===== config.mk =====
export PLATFORM = sky130hd
export DESIGN_NAME = hazard_fwd_unit_flat
export DESIGN_NICKNAME = d
export VERILOG_FILES = /design/src/rtl/hazard_pkg.sv /design/src/rtl/hazard_fwd_unit_if.sv /design/src/rtl/hazard_fwd_unit_ll_scoreboard.sv /design/src/rtl/hazard_fwd_unit.sv /design/src/flat_wrapper.sv
export SDC_FILE = /design/constraint.sdc
export NUM_CORES = 1
export LEC_CHECK = 0
export ABC_AREA = 1
export ABC_CLOCK_PERIOD_IN_PS = 5000
export BUFFER_PORTS_ARGS = -buffer_cell sky130_fd_sc_hd__buf_2
export CELL_PAD_IN_SITES_DETAIL_PLACEMENT = 1
export CELL_PAD_IN_SITES_GLOBAL_PLACEMENT = 1
export CORE_UTILIZATION = 34
export CTS_CLUSTER_DIAMETER = 50
export DETAILED_ROUTE_END_ITERATION = 12
export PLACE_DENSITY = 0.86
export SETUP_SLACK_MARGIN = 0.2
export SYNTH_ARGS = -nofsm -noshare
export SYNTH_HDL_FRONTEND = slang
export SYNTH_SLANG_ARGS = --single-unit

===== constraint.sdc =====
create_clock -name clk -period 5 [get_ports clk]
set_clock_uncertainty 0.2 [all_clocks]
set_input_delay 0.5 -clock clk [delete_from_list [all_inputs] [get_ports clk]]
set_output_delay 0.5 -clock clk [all_outputs]
set_load 0.01 [all_outputs]

===== src/rtl/hazard_pkg.sv =====
// Shared constants for the hazard/forwarding unit: register addressing and
// the operand-select encoding used on fwd_sel.
package hazard_pkg;

  localparam int REG_AW        = 5;
  localparam int NUM_ARCH_REGS = 32;

  // fwd_sel encoding: FWD_RF selects the register file, FWD_STAGE_BASE+k stage k
  localparam int FWD_RF         = 0;
  localparam int FWD_STAGE_BASE = 1;

  function automatic int fwd_code(input int stage);
    return stage + FWD_STAGE_BASE;
  endfunction

endpackage


===== src/rtl/hazard_fwd_unit_if.sv =====
// Bundle of EX-stage operand, pipeline-stage and long-latency completion
// signals; master drives the pipeline side, slave is the hazard unit.
interface hazard_fwd_unit_if
  import hazard_pkg::*;
#(
  parameter int DATA_WIDTH = 32,
  parameter int NUM_SRC    = 3,
  parameter int NUM_STAGES = 2,
  parameter int SELW       = $clog2(NUM_STAGES + 1)
);

  logic                                   flush;
  logic                                   ex_valid;
  logic [NUM_SRC-1:0][REG_AW-1:0]         ex_src_addr;
  logic [NUM_SRC-1:0]                     ex_src_used;
  logic [NUM_SRC-1:0][DATA_WIDTH-1:0]     ex_src_rf_data;
  logic [REG_AW-1:0]                      ex_rd_addr;
  logic                                   ex_rd_write;
  logic                                   ll_issue;
  logic [NUM_STAGES-1:0]                  stg_reg_write;
  logic [NUM_STAGES-1:0][REG_AW-1:0]      stg_rd_addr;
  logic [NUM_STAGES-1:0][DATA_WIDTH-1:0]  stg_rd_data;
  logic [NUM_STAGES-1:0]                  stg_is_load;
  logic                                   ll_done;
  logic [REG_AW-1:0]                      ll_done_rd;

  logic [NUM_SRC-1:0][SELW-1:0]           fwd_sel;
  logic [NUM_SRC-1:0][DATA_WIDTH-1:0]     src_data;
  logic                                   stall;
  logic                                   ll_full;
  logic [NUM_ARCH_REGS-1:0]               busy_vec;
  logic [31:0]                            stall_cycles;

  // Plain level signals, no valid/ready handshake: stall is the only
  // back-pressure and the pipeline holds IF/ID/EX while it is high.
  modport master (
    output flush, ex_valid, ex_src_addr, ex_src_used, ex_src_rf_data,
           ex_rd_addr, ex_rd_write, ll_issue, stg_reg_write, stg_rd_addr,
           stg_rd_data, stg_is_load, ll_done, ll_done_rd,
    input  fwd_sel, src_data, stall, ll_full, busy_vec, stall_cycles
  );

  modport slave (
    input  flush, ex_valid, ex_src_addr, ex_src_used, ex_src_rf_data,
           ex_rd_addr, ex_rd_write, ll_issue, stg_reg_write, stg_rd_addr,
           stg_rd_data, stg_is_load, ll_done, ll_done_rd,
    output fwd_sel, src_data, stall, ll_full, busy_vec, stall_cycles
  );

endinterface


===== src/rtl/hazard_fwd_unit_ll_scoreboard.sv =====
// Per-register busy bits for in-flight long-latency writes plus the
// outstanding-operation count that gates further issues.
module ll_scoreboard
  import hazard_pkg::*;
#(
  parameter int MAX_LL = 4
) (
  input  logic                     clk,
  input  logic                     rst_n,
  input  logic                     issue_acc,
  input  logic [REG_AW-1:0]        issue_rd,
  input  logic                     done,
  input  logic [REG_AW-1:0]        done_rd,
  output logic [NUM_ARCH_REGS-1:0] busy_vec,
  output logic                     ll_full
);

  localparam int CW = $clog2(MAX_LL + 1);

  logic [NUM_ARCH_REGS-1:0] busy_q, busy_d;
  logic [CW-1:0]            count_q, count_d;
  logic                     clr;

  always_comb begin
    // Completions for registers we never marked busy are stray and ignored
    clr    = done && (done_rd != '0) && busy_q[done_rd];
    busy_d = busy_q;
    if (clr)       busy_d[done_rd]  = 1'b0;
    if (issue_acc) busy_d[issue_rd] = 1'b1;
    busy_d[0] = 1'b0;

    count_d = count_q;
    if (issue_acc && !clr)      count_d = count_q + CW'(1);
    else if (!issue_acc && clr) count_d = count_q - CW'(1);
  end

  always_ff @(posedge clk or negedge rst_n) begin
    if (!rst_n) begin
      busy_q  <= '0;
      count_q <= '0;
    end else begin
      busy_q  <= busy_d;
      count_q <= count_d;
    end
  end

  assign busy_vec = busy_q;
  assign ll_full  = (count_q == CW'(MAX_LL));

endmodule


===== src/rtl/hazard_fwd_unit.sv =====
// EX-stage operand forwarding, load-use / long-latency hazard detection and
// stall accounting for the RISC-V pipeline.
module hazard_fwd_unit
  import hazard_pkg::*;
#(
  parameter int DATA_WIDTH = 32,
  parameter int NUM_SRC    = 3,
  parameter int NUM_STAGES = 2,
  parameter int MAX_LL     = 4,
  parameter int SELW       = $clog2(NUM_STAGES + 1)
) (
  input logic              clk,
  input logic              rst_n,
  hazard_fwd_unit_if.slave bus
);

  logic [NUM_SRC-1:0][SELW-1:0]       fwd_sel;
  logic [NUM_SRC-1:0][DATA_WIDTH-1:0] src_data;
  logic                               hazard;
  logic                               stall;
  logic                               issue_acc;
  logic                               ll_full;
  logic [NUM_ARCH_REGS-1:0]           busy_vec;
  logic [31:0]                        stall_cycles_q, stall_cycles_d;
  logic                               unused_ok;

  always_comb begin
    for (int i = 0; i < NUM_SRC; i++) begin
      fwd_sel[i]  = SELW'(FWD_RF);
      src_data[i] = bus.ex_src_rf_data[i];
      if (bus.ex_src_addr[i] == '0) begin
        src_data[i] = '0;
      end else begin
        // Walk oldest to youngest so the youngest matching stage wins
        for (int k = NUM_STAGES - 1; k >= 0; k--) begin
          if (bus.stg_reg_write[k] && (bus.stg_rd_addr[k] == bus.ex_src_addr[i])) begin
            fwd_sel[i]  = SELW'(fwd_code(k));
            src_data[i] = bus.stg_rd_data[k];
          end
        end
      end
    end
  end

  always_comb begin
    hazard = 1'b0;
    for (int i = 0; i < NUM_SRC; i++) begin
      if (bus.ex_valid && bus.ex_src_used[i] && (bus.ex_src_addr[i] != '0)) begin
        if (bus.stg_reg_write[0] && bus.stg_is_load[0] &&
            (bus.stg_rd_addr[0] == bus.ex_src_addr[i]))
          hazard = 1'b1;
        if (busy_vec[bus.ex_src_addr[i]])
          hazard = 1'b1;
      end
    end
    if (bus.ex_valid && bus.ex_rd_write && (bus.ex_rd_addr != '0) && busy_vec[bus.ex_rd_addr])
      hazard = 1'b1;
    if (bus.ex_valid && bus.ll_issue && ll_full)
      hazard = 1'b1;
  end

  assign stall     = hazard && !bus.flush;
  assign issue_acc = bus.ex_valid && bus.ll_issue && bus.ex_rd_write &&
                     (bus.ex_rd_addr != '0) && !stall && !bus.flush;

  ll_scoreboard #(.MAX_LL(MAX_LL)) u_sb (
    .clk       (clk),
    .rst_n     (rst_n),
    .issue_acc (issue_acc),
    .issue_rd  (bus.ex_rd_addr),
    .done      (bus.ll_done),
    .done_rd   (bus.ll_done_rd),
    .busy_vec  (busy_vec),
    .ll_full   (ll_full)
  );

  always_comb begin
    stall_cycles_d = stall_cycles_q;
    if (stall && (stall_cycles_q != 32'hFFFF_FFFF))
      stall_cycles_d = stall_cycles_q + 32'd1;
  end

  always_ff @(posedge clk or negedge rst_n) begin
    if (!rst_n) stall_cycles_q <= '0;
    else        stall_cycles_q <= stall_cycles_d;
  end

  // Only stage 0 can hold a not-yet-available load
  assign unused_ok = ^bus.stg_is_load;

  assign bus.fwd_sel      = fwd_sel;
  assign bus.src_data     = src_data;
  assign bus.stall        = stall;
  assign bus.ll_full      = ll_full;
  assign bus.busy_vec     = busy_vec;
  assign bus.stall_cycles = stall_cycles_q;

endmodule


===== src/flat_wrapper.sv =====
// flat-port wrapper written by rule: the top's interface ports become plain ports
module hazard_fwd_unit_flat import hazard_pkg::*;
#(
  parameter int DATA_WIDTH = 32,
  parameter int NUM_SRC    = 3,
  parameter int NUM_STAGES = 2,
  parameter int MAX_LL     = 4,
  parameter int SELW       = $clog2(NUM_STAGES + 1)
)
  (clk, rst_n, bus_flush, bus_ex_valid, bus_ex_src_addr, bus_ex_src_used, bus_ex_src_rf_data, bus_ex_rd_addr, bus_ex_rd_write, bus_ll_issue, bus_stg_reg_write, bus_stg_rd_addr, bus_stg_rd_data, bus_stg_is_load, bus_ll_done, bus_ll_done_rd, bus_fwd_sel, bus_src_data, bus_stall, bus_ll_full, bus_busy_vec, bus_stall_cycles);
  hazard_fwd_unit_if #(.DATA_WIDTH(DATA_WIDTH), .NUM_SRC(NUM_SRC), .NUM_STAGES(NUM_STAGES), .SELW(SELW)) bus_i ();
  input logic clk;
  input logic rst_n;
  input wire logic [$bits(bus_i.flush)-1:0] bus_flush;
  input wire logic [$bits(bus_i.ex_valid)-1:0] bus_ex_valid;
  input wire logic [$bits(bus_i.ex_src_addr)-1:0] bus_ex_src_addr;
  input wire logic [$bits(bus_i.ex_src_used)-1:0] bus_ex_src_used;
  input wire logic [$bits(bus_i.ex_src_rf_data)-1:0] bus_ex_src_rf_data;
  input wire logic [$bits(bus_i.ex_rd_addr)-1:0] bus_ex_rd_addr;
  input wire logic [$bits(bus_i.ex_rd_write)-1:0] bus_ex_rd_write;
  input wire logic [$bits(bus_i.ll_issue)-1:0] bus_ll_issue;
  input wire logic [$bits(bus_i.stg_reg_write)-1:0] bus_stg_reg_write;
  input wire logic [$bits(bus_i.stg_rd_addr)-1:0] bus_stg_rd_addr;
  input wire logic [$bits(bus_i.stg_rd_data)-1:0] bus_stg_rd_data;
  input wire logic [$bits(bus_i.stg_is_load)-1:0] bus_stg_is_load;
  input wire logic [$bits(bus_i.ll_done)-1:0] bus_ll_done;
  input wire logic [$bits(bus_i.ll_done_rd)-1:0] bus_ll_done_rd;
  output wire logic [$bits(bus_i.fwd_sel)-1:0] bus_fwd_sel;
  output wire logic [$bits(bus_i.src_data)-1:0] bus_src_data;
  output wire logic [$bits(bus_i.stall)-1:0] bus_stall;
  output wire logic [$bits(bus_i.ll_full)-1:0] bus_ll_full;
  output wire logic [$bits(bus_i.busy_vec)-1:0] bus_busy_vec;
  output wire logic [$bits(bus_i.stall_cycles)-1:0] bus_stall_cycles;
  assign bus_i.flush = bus_flush;
  assign bus_i.ex_valid = bus_ex_valid;
  assign bus_i.ex_src_addr = bus_ex_src_addr;
  assign bus_i.ex_src_used = bus_ex_src_used;
  assign bus_i.ex_src_rf_data = bus_ex_src_rf_data;
  assign bus_i.ex_rd_addr = bus_ex_rd_addr;
  assign bus_i.ex_rd_write = bus_ex_rd_write;
  assign bus_i.ll_issue = bus_ll_issue;
  assign bus_i.stg_reg_write = bus_stg_reg_write;
  assign bus_i.stg_rd_addr = bus_stg_rd_addr;
  assign bus_i.stg_rd_data = bus_stg_rd_data;
  assign bus_i.stg_is_load = bus_stg_is_load;
  assign bus_i.ll_done = bus_ll_done;
  assign bus_i.ll_done_rd = bus_ll_done_rd;
  assign bus_fwd_sel = bus_i.fwd_sel;
  assign bus_src_data = bus_i.src_data;
  assign bus_stall = bus_i.stall;
  assign bus_ll_full = bus_i.ll_full;
  assign bus_busy_vec = bus_i.busy_vec;
  assign bus_stall_cycles = bus_i.stall_cycles;
  hazard_fwd_unit #(.DATA_WIDTH(DATA_WIDTH), .NUM_SRC(NUM_SRC), .NUM_STAGES(NUM_STAGES), .MAX_LL(MAX_LL), .SELW(SELW)) u_core (.clk(clk), .rst_n(rst_n), .bus(bus_i));
endmodule

# --- After elaboration in Yosys (flattened, before gate mapping) ---
# Cells that the tools add are included.
totals:
  romBits: 0
  n_memories: 0
  ram_bits: 0
  reg_bits: 66
  latchBits: 0
op_classes:
  mux: 47
  reduce_logical: 46
  n_lt_le_gt_ge: 7
  eq_ne: 8
  mul: 0
  n_shift: 0
  div_mod_pow: 0
  n_addsub: 3
  bitwise: 3
ops:
  columns: ["op", "n"]
  rows:
  - ["$mux W32", 11]
  - ["$logic_and A1 B1 Y1", 33]
  - ["$add A32 B1 Y32 const B", 1]
  - ["$and A32 B32 Y32", 1]
  - ["$ne A32 B32 Y1 const B", 1]
  - ["$not A32 Y32", 1]
  - ["$or A32 B32 Y32", 1]
  - ["$eq A5 B5 Y1", 6]
  - ["$lt A5 B6 Y1 const B", 5]
  - ["$bmux W1 S5", 5]
  - ["$reduce_bool A5 Y1", 5]
  - ["$mux W1", 18]
  - ["$mux W2", 9]
  - ["$logic_not A5 Y1", 3]
  - ["$demux W1 S5", 2]
  - ["$ge A5 B1 Y1 const B", 2]
  - ["$mux W3", 2]
  - ["$logic_not A1 Y1", 4]
  - ["$add A3 B1 Y3 const B", 1]
  - ["$eq A3 B3 Y1 const B", 1]
  - ["$sub A3 B1 Y3 const B", 1]
  - ["$reduce_bool A2 Y1", 1]

# --- Depth between registers and ports, before layout ---
logic_depth:
  depth_word: 21
  mapped_depth: 22
  ltp_nobuf: 19

# --- Hierarchy ---
# From an unflattened synthesis, not the netlist that was laid out.
hier_totals:
  hier_cells: 1425
  hier_area_um2: 8469.4
modules_own_cells:
  columns: ["mod", "cells_each", "area_each_um2", "n_inst"]
  rows:
  - ["hazard_fwd_unit", 1083, 6150.9, 1]
  - ["ll_scoreboard", 342, 2318.5, 1]

# --- Worst setup path before layout ---
# Ideal clock, no wire load.
synth_path:
  path_kind: "input to register"
  start: "input port bus_ex_src_addr[10]"
  end: "register u_core.u_sb.count_q[2]"
  required_time_ns: 4.669
  arrival_ns: 2.807
  path_stages: 18
  setup_time_ns: 0.131
  setup_slack_ns: 1.862
  cell_sequence: "buf_4 buf_2 o211ai_1 nand3_1 nand3_1 nand3_1 nand2_1 nand2_1 a21oi_2 nand2_4 buf_2 nor3_1 ha_1 inv_1 fa_1 a21oi_1 o21ai_0 xor2_1"
synth_via:
  elab_chain_len: 14
synth_lines:
  columns: ["item", "line", "rtl"]
  rows:
  - ["start, declared", "flat_wrapper.sv:16", "input wire logic [$bits(bus_i.ex_src_addr)-1:0] bus_ex_src_addr;"]
  - ["branches (longest 4 deep; another with $bmux W1 S5)", null, null]
  - ["$mux W1 *", "hazard_fwd_unit.sv:48", "if (bus.ex_valid && bus.ex_src_used[i] && (bus.ex_src_addr[i] != '0)) begin"]
  - ["$mux W1 *", "hazard_fwd_unit.sv:56", "if (bus.ex_valid && bus.ex_rd_write && (bus.ex_rd_addr != '0) && busy_vec[bus.ex_rd_addr])"]
  - ["$mux W1 *", "hazard_fwd_unit.sv:58", "if (bus.ex_valid && bus.ll_issue && ll_full)"]
  - ["$logic_and A1 B1 Y1 *", "hazard_fwd_unit.sv:62", "assign stall = hazard && !bus.flush;"]
  - ["$logic_not A1 Y1 *", "hazard_fwd_unit.sv:64", "(bus.ex_rd_addr != '0) && !stall && !bus.flush;"]
  - ["$logic_and A1 B1 Y1 * (2 in a row)", "hazard_fwd_unit.sv:64", null]
  - ["$logic_not A1 Y1", "hazard_fwd_unit_ll_scoreboard.sv:34", "else if (!issue_acc && clr) count_d = count_q - CW'(1);"]
  - ["$logic_and A1 B1 Y1", "hazard_fwd_unit_ll_scoreboard.sv:34", null]
  - ["$reduce_bool A2 Y1 (no line)", null, null]
  - ["end signal, assigned", "hazard_fwd_unit_ll_scoreboard.sv:43", "count_q <= count_d;"]
  - ["end, declared", "hazard_fwd_unit_ll_scoreboard.sv:21", "logic [CW-1:0] count_q, count_d;"]
# Mark *: on every way between the ends. The select of a mux whose other input is x is not followed.
# A chain may end at the register's enable or synchronous reset.

# --- Final worst setup path ---
layout_path:
  start: "input port bus_ex_src_addr[0]"
  end: "output port bus_src_data[6]"
layout_via:
  elab_chain_len: 5
layout_lines:
  columns: ["item", "line", "rtl"]
  rows:
  - ["$eq A5 B5 Y1", "hazard_fwd_unit.sv:36", "if (bus.stg_reg_write[k] && (bus.stg_rd_addr[k] == bus.ex_src_addr[i])) begin"]
  - ["$logic_and A1 B1 Y1", "hazard_fwd_unit.sv:36", null]
  - ["$mux W32 (2 in a row)", "hazard_fwd_unit.sv:36", null]
  - ["$mux W32 *", "hazard_fwd_unit.sv:31", "if (bus.ex_src_addr[i] == '0) begin"]
  - ["end, declared", "flat_wrapper.sv:29", "output wire logic [$bits(bus_i.src_data)-1:0] bus_src_data;"]
# Mark *: on every way between the ends. The rest lies on a longest branch, timed or not.

==> impl_metrics.csv <==
group,metric,value,unit
synth,async_reset_ff_share,100,%
layout,drive_above_1_share,30.4,%
critical_path,cp-end-kind,"output pin",
critical_path,r2r_end,"u_core.bus.stall_cycles[11]$_DFFE_PN0P_",
cts,cts_hold_buffers,0,
synth,syn_inst,1315,
detailed_routing,avgRoutedWirePerCell,22.6,um
synth,synth_edf_count,0,
synth,ys.warnings.count,0,
critical_path,rr_worst_depth,9,
sta,slew_violations,0,
global_route,grt_usage,35.7,%
critical_path,crit_path_start_kind,"primary input",
cts,postCtsSetupBuffers,0,
synth,ys_seq_area_share,20.9,%
cts,post_cts_resized,0,
placed_design,post-dp-hpwl,33800,um
placed_design,port_buffers,374,
die,fp.dieH,155,um
power_and_ir_drop,peakVddDrop,223,uV
critical_path,arrival,3130,ps
cts,htree_levels,3,
cts,clockRootBuffer,"clkbuf_16",
detailed_routing,wl,44000,um
sta,finalCritPeriodShare,76.6,%
detailed_routing,vias,11600,
synth,avgSynthCellArea,6.02,um2
cts,clockBufferDepth,2,
layout,syn2layout_area_growth,30.1,%
sta,fmax,261,MHz
power_and_ir_drop,leakage,5.35,nW
sta,slew_headroom,31.8,%
global_route,grt_pass1_wl,66300,um
layout,multi_input_comb_area,5400,um2
cts,clock_sinks,66,
run_status,run_status,"complete, no violations",
layout,fin_util,45.3,%
synth,synth_fp_nets,1527,
cts,cts_tree,"yes",
detailed_routing,drc,0,
cts,cts_buffers,9,
detailed_routing,viasPerCell,5.95,
placed_design,place_ws,1090,ps
critical_path,rrSetupSlack,1460,ps
layout,fin_cells,1946,
detailed_routing,dr.pass1.iters,5,
synth,syn_area,7910,um2
die,core_area,22700,um2
critical_path,crit_type,"in2out",
synth,ys.flop_type,"dfrtp_1",
detailed_routing,ant_nets,0,
sta,setup_viol,0,
cts,path_clk_slew,60,ps
detailed_routing,drt_iter0_drc,1136,
layout,nFillCells,3225,
sta,fin_crit,3830,ps
cts,clock_latency,340,ps
placed_design,gp_congestion,0.965,
critical_path,rr_startpoint,"u_core.bus.stall_cycles[0]$_DFFE_PN0P_",
die,die_area,23900,um2
die,start_util,34.8,%
critical_path,cp_max_fo,21,
flow_run,drv_cap,0,
layout,nNetsFinal,1859,
power_and_ir_drop,power.density,205,nW/um2
critical_path,cp_data_required_time,4300,ps
layout,ff_latch_area,1650,um2
global_route,grt_start_max_net_pins,42,
sta,postLayoutSetupSlackWorst,1170,ps
sta,hold_viol,0,
global_route,grt_overflow,0,
sta,rsz0062_at_grt,"no",
placed_design,dp_cells,1921,
critical_path,setup.worst_path.end,"bus_src_data[6]",
synth,ys_ff_latch,66,
hold_path,hp-class,"in2async",
critical_path,startpoint,"bus_ex_src_addr[0]",
die,fp.dieW,155,um
sta,tightest_slew,1020,ps
die,boundaryPins,377,
sta,setup_tns,0,ps
die,row_count,55,
global_route,antenna_found_initial,21,
synth,synth_cell_types,40,
global_route,grt_pass1_vias,11200,
[sequential cells by signal (all words and copies together), names as in the netlist]
signal,count
u_core.bus.stall_cycles,32
u_core.u_sb.busy_vec,31
u_core.u_sb.count_q,3
[cell type report]
cell class	instances	share of cell area, %
Sequential cell	66	16.1
Tap cell	285	3.47
Timing Repair Buffer	396	20.0
Clock buffer	12	2.49
Inverter	129	4.73
Multi-Input combinational cell	1045	52.5
Clock inverter	4	0.486
Antenna cell	9	0.219
[layer usage]
layer  GRT usage [%]  routed length, um  vias up
met3            10.5               5080      141
met4            15.5               1690       22
li1                -                  -     5179
met5               0                153        -
met2            54.1              19300      724
met1            46.8              17800     5518
[per-stage QoR]
stage / total power (W) / hold WS (ps) / instance area (um2)
global route: 0.00220 / 192 / 10300
CTS: 0.00209 / 157 / 10300
floorplan: 0.00107 / 4.41 / 7910
global placement: 0.00140 / 322 / 9960
finish: 0.00210 / 139 / 10300
detailed placement: 0.00143 / 330 / 9960
[cells in the final DEF, fill, tap and decap left out, types with 8 or more instances in the layout]
| master | instances |
|---|---|
| or2_2 | 71 |
| a21oi_1 | 14 |
| nand3_1 | 92 |
| xnor2_1 | 11 |
| inv_1 | 118 |
| xor2_1 | 32 |
| o21ai_0 | 147 |
| o22ai_1 | 113 |
| buf_4 | 20 |
| nand2_1 | 349 |
| buf_2 | 374 |
| nor3_1 | 29 |
| nand4_1 | 77 |
| dfrtp_1 | 66 |
| diode_2 | 9 |
| or2_0 | 25 |
| inv_2 | 8 |
| clkbuf_16 | 9 |
| nor2_1 | 46 |
[cell usage after synthesis, types with 2 or more instances]
| cell | number | share of area, % |
|---|---|---|
| inv_1 | 118 | 5.6 |
| a22oi_1 | 2 | 0.19 |
| or2_2 | 71 | 5.6 |
| nor4_1 | 6 | 0.47 |
| xnor2_1 | 11 | 1.2 |
| o211ai_1 | 4 | 0.38 |
| nand4_1 | 77 | 6.1 |
| nor2_4 | 2 | 0.28 |
| or2_0 | 25 | 2.0 |
| nor3_1 | 29 | 1.8 |
| o221ai_1 | 2 | 0.22 |
| a221oi_1 | 6 | 0.66 |
| clkinv_1 | 2 | 0.095 |
| ha_1 | 2 | 0.32 |
| nand3_1 | 92 | 5.8 |
| clkbuf_1 | 47 | 2.2 |
| buf_6 | 4 | 0.57 |
| nor3_2 | 2 | 0.25 |
| o22ai_1 | 113 | 8.9 |
| xor2_1 | 32 | 3.5 |
| inv_2 | 8 | 0.38 |
| nand2_1 | 349 | 17 |
| nor2_2 | 2 | 0.16 |
| a21oi_1 | 14 | 0.89 |
| o21ai_0 | 147 | 9.3 |
| and3_1 | 2 | 0.16 |
| dfrtp_1 | 66 | 21 |
| buf_4 | 11 | 1.0 |
| buf_2 | 13 | 0.82 |
| nor2_1 | 46 | 2.2 |
[cells by family (layout without fill, tap and decap cells)]
family	count (synthesis)	in the layout	share of synthesized area, %
simple gates	708	708	42.1
buf+inv	204	541	10.8
flops	66	66	20.9
xor+xnor	43	43	4.76
other cells	1	10	0.0474
mux	1	1	0.142
fa+ha+maj	3	3	0.569
compound gates	289	289	20.7
[worst min path at each step]
| stage | cells after the start | startpoint | endpoint |
|---|---|---|---|
| global route | 1 | rst_n | u_core.u_sb.busy_vec[31]$_DFF_PN0_ |
| CTS | 1 | rst_n | u_core.u_sb.busy_vec[31]$_DFF_PN0_ |
| floorplan | 0 | rst_n | u_core.bus.stall_cycles[0]$_DFFE_PN0P_ |
| global placement | 2 | u_core.bus.stall_cycles[31]$_DFFE_PN0P_ | u_core.bus.stall_cycles[31]$_DFFE_PN0P_ |
| detailed placement | 2 | u_core.bus.stall_cycles[31]$_DFFE_PN0P_ | u_core.bus.stall_cycles[31]$_DFFE_PN0P_ |
| finish | 1 | rst_n | u_core.u_sb.busy_vec[31]$_DFF_PN0_ |
[worst max-delay path, cell delays in order]
cell and delay [ps]:
buf_2 350, inv_1 370, nand3_1 260, nand3_1 710
o22ai_1 710, buf_2 220
[report_power, final]
part           internal [W]  switching, W
Combinational      0.000279      0.000519
Sequential         0.000580     0.0000688
Clock              0.000413      0.000245
Total               0.00127      0.000833
Note: power is estimated with default switching activity, not from simulation.
